`src/rtl/pipe_hazard_ctrl.sv`:
```
// pipe_hazard_ctrl: load-use/branch/memory-wait stall and flush control; PIPE_HAZARD_PERF_EN adds stall/bubble counters
module pipe_hazard_ctrl #(
  parameter int MAX_WAIT = 255,
  parameter int WCNT_W = 8
) (
  input  logic       clk_i,
  input  logic       rst_i,
  input  logic       IDEX_MemRead_i,
  input  logic [4:0] IDEX_RD_i,
  input  logic [4:0] IFID_rs1_i,
  input  logic [4:0] IFID_rs2_i,
  input  logic       branch_taken_i,
  input  logic       EXMEM_MemRead_i,
  input  logic       EXMEM_MemWrite_i,
  input  logic       mem_ack_i,
  output logic       mem_req_o,
  output logic       MemStall_o,
  output logic       PC_write_o,
  output logic       IFID_write_o,
  output logic       IFID_flush_o,
  output logic       IDEX_bubble_o,
`ifdef PIPE_HAZARD_PERF_EN
  output logic       err_o,
  output logic [31:0] stall_cnt_o,
  output logic [31:0] bubble_cnt_o
`else
  output logic       err_o
`endif
);
  typedef enum logic [1:0] {IDLE, WAIT, ERR} state_t;
  state_t state, state_n;
  logic [WCNT_W-1:0] wcnt, wcnt_n;
  logic mem_op, luh, stall;
  always_comb begin
    mem_op = EXMEM_MemRead_i | EXMEM_MemWrite_i;
    luh = rst_i & IDEX_MemRead_i & (IDEX_RD_i != 5'd0) &
          ((IDEX_RD_i == IFID_rs1_i) | (IDEX_RD_i == IFID_rs2_i));
    state_n = state;
    wcnt_n = wcnt;
    mem_req_o = 1'b0;
    stall = 1'b0;
    unique case (state)
      IDLE: begin
        mem_req_o = mem_op;
        stall = mem_op & ~mem_ack_i;
        state_n = stall ? WAIT : IDLE;
        wcnt_n = '0;
      end
      WAIT: begin
        mem_req_o = 1'b1;
        stall = ~mem_ack_i;
        wcnt_n = mem_ack_i ? '0 : wcnt + 1'b1;
        state_n = mem_ack_i ? IDLE : (wcnt == WCNT_W'(MAX_WAIT - 1)) ? ERR : WAIT;
      end
      ERR: stall = 1'b1;
      default: state_n = IDLE;
    endcase
    mem_req_o = mem_req_o & rst_i;
    MemStall_o = stall & rst_i;
    PC_write_o = ~MemStall_o & ~luh;
    IFID_write_o = PC_write_o;
    IFID_flush_o = PC_write_o & branch_taken_i & rst_i;
    IDEX_bubble_o = ~MemStall_o & luh;
    err_o = rst_i & (state == ERR);
  end
  always_ff @(posedge clk_i) begin
    if (!rst_i) begin
      state <= IDLE;
      wcnt <= '0;
    end else begin
      state <= state_n;
      wcnt <= wcnt_n;
    end
  end
`ifdef PIPE_HAZARD_PERF_EN
  always_ff @(posedge clk_i) begin
    if (!rst_i) begin
      stall_cnt_o <= '0;
      bubble_cnt_o <= '0;
    end else begin
      stall_cnt_o <= stall_cnt_o + 32'(MemStall_o);
      bubble_cnt_o <= bubble_cnt_o + 32'(IDEX_bubble_o);
    end
  end
`endif
endmodule

```
`config.mk`:
```
export PLATFORM = sky130hd
export DESIGN_NAME = pipe_hazard_ctrl
export DESIGN_NICKNAME = d
export VERILOG_FILES = /design/src/rtl/pipe_hazard_ctrl.sv
export SDC_FILE = /design/constraint.sdc
export NUM_CORES = 1
export LEC_CHECK = 0
export BUFFER_PORTS_ARGS = -buffer_cell sky130_fd_sc_hd__buf_2
export CAP_MARGIN = 10
export CORE_MARGIN = 2
export CORE_UTILIZATION = 49
export DETAILED_ROUTE_END_ITERATION = 6
export GPL_TIMING_DRIVEN = 0
export MAX_ROUTING_LAYER = met4
export PLACE_DENSITY = 0.79
export SLEW_MARGIN = 20
export SYNTH_ARGS = -nofsm -noshare
export SYNTH_HDL_FRONTEND = slang
export SYNTH_SLANG_ARGS = --single-unit
```
`constraint.sdc`:
```
create_clock -name clk_i -period 3.8 [get_ports clk_i]
set_input_delay 0 -clock clk_i [delete_from_list [all_inputs] [get_ports clk_i]]
set_output_delay 0 -clock clk_i [all_outputs]
set_load 0.03 [all_outputs]
```
==> insert_results.sql <==
INSERT INTO impl_metrics (metric_group, metric, value, unit) VALUES
('run_status', 'outcome', 'finished, final reports clean', ''),
('pwr', 'ir_drop', '0.2449', 'mV'),
('yosys', 'synth_warnings', '0', ''),
('detailed_routing', 'drc', '0', ''),
('critical_path', 'slowest_stage', 'sky130_fd_sc_hd__dfxtp_1', ''),
('die', 'num_rows', '13', ''),
('critical_path', 'critical_path.cell_chain', 'nor3_1 -> nor3_1 -> o21a_1 -> a21oi_1 -> buf_4 -> buf_2', ''),
('clock_tree', 'tritoncts_clock_tree', 'yes', ''),
('clock_tree', 'cts.reportedPaths.clkPinSlew', '60', 'ps'),
('timing', 'grt_setup_unrepaired', 'false', ''),
('timing', 'final.min_clock_period', '1658', 'ps'),
('die', 'overall_die_area', '1712', 'um2'),
('yosys', 'synth_edf_count', '0', ''),
('timing', 'timing_max_transition_violations_final', '0', ''),
('critical_path', 'critPathRequiredTime', '3800', 'ps'),
('yosys', 'synth.net_count', '110', ''),
('global_routing', 'antenna_found_initial', '0', ''),
('critical_path', 'crit_path_max_incr_delay', '360', 'ps'),
('global_routing', 'total_global_routing_track_utilization', '20.32', '%'),
('timing', 'timing.final.hold_violations', '0', ''),
('clock_tree', 'number_of_buffers_added_by_the_clock_tree_synthesis_step', '3', ''),
('die', 'initial_utilization', '52.60', '%'),
('yosys', 'synthAdderAreaFrac', '3.656', '%'),
('yosys', 'post_synth_and_or_nand_nor_area_fraction', '28.70', '%'),
('placement', 'place.gp.congestion', '0.7329', ''),
('timing', 'finalSetupTns', '0', 'ps'),
('critical_path', 'setup.worst_path.start_class', 'register', ''),
('die', 'boundaryPins', '29', ''),
('clock_tree', 'post_cts.resized_instances', '0', ''),
('yosys', 'post_synth_xor_area_fraction', '15.36', '%'),
('yosys', 'synthesis.area_per_instance', '7.958', 'um2'),
('pwr', 'power.leakage', '0.3696', 'nW'),
('placement', 'io_buffers', '28', ''),
('critical_path', 'cp-end-kind', 'output pin', ''),
('clock_tree', 'post_cts_hold_buffer_count', '0', ''),
('yosys', 'synth_ff_type', 'sky130_fd_sc_hd__dfxtp_1', ''),
('layout', 'final_area', '865.8', 'um2'),
('yosys', 'post-synth-top-count-cell', 'sky130_fd_sc_hd__xnor2_1', ''),
('timing', 'worst-slew-pin-transition', '416.5', 'ps'),
('layout', 'finalCoreUtilization', '66.54', '%'),
('global_routing', 'grt_pass1_vias', '536', ''),
('detailed_routing', 'dr.first_iter.drc_count', '10', ''),
('detailed_routing', 'drt-pass1-iter-count', '3', ''),
('critical_path', 'critical-path-top-delay-family', 'compound AO/OA/AOI/OAI gates', ''),
('pwr', 'powerDensity', '262.5', 'nW/um2'),
('yosys', 'synth-compound-area-share', '17.73', '%'),
('yosys', 'main_combinational_cell_family_by_area_after_synthesis', 'simple AND/OR/NAND/NOR gates', ''),
('clock_tree', 'worstSkewPairLatency', '260', 'ps'),
('clock_tree', 'post_cts_buffers', '0', ''),
('clock_tree', 'cts-root-buf', 'sky130_fd_sc_hd__clkbuf_4', ''),
('yosys', 'ys_seq_elements', '10', ''),
('critical_path', 'crit_type', 'reg2out', ''),
('layout', 'drive_gt1_share', '29.06', '%'),
('layout', 'flow.area_growth_from_synthesis', '26.51', '%'),
('placement', 'detailedPlacementHpwl', '1157', 'um'),
('die', 'fp.dieH', '41.38', 'um'),
('layout', 'antennaDiodeCount', '0', ''),
('job', 'max_cap_viol_count', '0', ''),
('yosys', 'post_synth_instance_area', '684.4', 'um2'),
('critical_path', 'worst_ep_arrival_time', '1660', 'ps'),
('yosys', 'biggest_area_consumer_among_synthesized_cells', 'sky130_fd_sc_hd__dfxtp_1', ''),
('global_routing', 'grt_overflow_total', '0', ''),
('global_routing', 'largest_net_degree_at_the_start_of_global_routing', '11', ''),
('detailed_routing', 'vias_per_cell', '5.189', ''),
('critical_path', 'worst-path-buf-inv', '2', ''),
('global_routing', 'global_route_wire_length_before_repair', '2187', 'um'),
('placement', 'placement.cell_area', '843.3', 'um2'),
('yosys', 'synth_top_area_share', '29.25', '%'),
('clock_tree', 'clock_sinks', '10', ''),
('die', 'placeableCoreArea', '1301', 'um2'),
('layout', 'fill_cells', '122', '');
[tightest hold or removal path: stages]
cell	delay (ps)
sky130_fd_sc_hd__buf_2	100
sky130_fd_sc_hd__inv_1	40
sky130_fd_sc_hd__o211a_1	90
[final cells by class]
cell class,instances,area [um2],area share (%)
Timing Repair Buffer,28,140.1,16.18
Tap cell,15,18.77,2.168
Inverter,3,11.26,1.301
Buffer,3,15.01,1.734
Sequential cell,10,200.2,23.12
Multi-Input combinational cell,70,457.9,52.89
Clock buffer,3,22.52,2.601
[through the flow]
stage                     worst slack (ps)  power, mW  cells
after floorplan                       1994     0.1396     86
after global placement                2442     0.1587    129
after detailed placement              2421     0.1597    129
after CTS                             2126     0.2308    132
after global routing                  1945     0.2400    132
final                                 2142     0.2273    132
[placed cells by master (no fill, tap or decap)]
master / instances
sky130_fd_sc_hd__o21ai_0: 8
sky130_fd_sc_hd__nand3_1: 7
sky130_fd_sc_hd__nand2_1: 8
sky130_fd_sc_hd__or3_1: 1
sky130_fd_sc_hd__a21boi_0: 2
sky130_fd_sc_hd__a22o_1: 1
sky130_fd_sc_hd__nand2b_1: 2
sky130_fd_sc_hd__buf_4: 1
sky130_fd_sc_hd__clkbuf_4: 3
sky130_fd_sc_hd__nand4_1: 1
sky130_fd_sc_hd__nand3b_1: 1
sky130_fd_sc_hd__mux2i_1: 1
sky130_fd_sc_hd__dfxtp_1: 10
sky130_fd_sc_hd__or4_1: 1
sky130_fd_sc_hd__o311a_1: 1
sky130_fd_sc_hd__xor2_1: 1
sky130_fd_sc_hd__nor3b_1: 1
sky130_fd_sc_hd__o22ai_1: 2
sky130_fd_sc_hd__a21oi_1: 1
sky130_fd_sc_hd__buf_2: 28
sky130_fd_sc_hd__a211oi_2: 1
sky130_fd_sc_hd__ha_1: 2
sky130_fd_sc_hd__clkbuf_1: 2
sky130_fd_sc_hd__o21a_1: 1
sky130_fd_sc_hd__o211a_1: 1
sky130_fd_sc_hd__nor3_1: 3
sky130_fd_sc_hd__nor2b_1: 3
sky130_fd_sc_hd__inv_1: 3
sky130_fd_sc_hd__nand4bb_1: 1
sky130_fd_sc_hd__and3_1: 1
sky130_fd_sc_hd__xnor2_1: 11
sky130_fd_sc_hd__nor2_1: 6
sky130_fd_sc_hd__and3b_2: 1
[power breakdown]
| part | total (mW) | switching (mW) | internal (mW) | leakage [nW] |
|---|---|---|---|---|
| Sequential | 0.107 | 0.00120 | 0.106 | 0.0808 |
| Combinational | 0.0504 | 0.0262 | 0.0243 | 0.275 |
| Clock | 0.0700 | 0.0335 | 0.0365 | 0.0138 |
[final timing paths]
check / start / to / slack [ps] / cells past startpoint
setup / recovery: state[0]$_SDFFE_PN0P_ / PC_write_o / 2140 / 6
hold / removal: mem_ack_i / state[0]$_SDFFE_PN0P_ / 20 / 3
setup reg to reg: state[1]$_SDFFE_PN0P_ / wcnt[3]$_SDFFE_PN0N_ / 2490 / 3
hold reg to reg: wcnt[6]$_SDFFE_PN0N_ / wcnt[6]$_SDFFE_PN0N_ / 510 / 2
[registers in the layout (all words and copies together) (netlist names)]
name	cells
wcnt	8
state	2
[kinds of logic after synthesis]
family	count (synthesis)
AO/OA/AOI/OAI	18
AND/OR/NAND/NOR	37
multiplexers	1
buffers and inverters	6
XOR/XNOR	12
flip-flops	10
adder cells (fa/ha/maj)	2
[metal layers]
layer | vias up | global-route usage, % | share of wire [%]
met5 | - | - | 0
met4 | 0 | 4.839 | 0
met3 | 0 | 9.574 | 6.8
met2 | 21 | 28.13 | 44
met1 | 295 | 26.62 | 49
li1 | 369 | - | -
No activity file was read; power rests on OpenSTA's default activity.
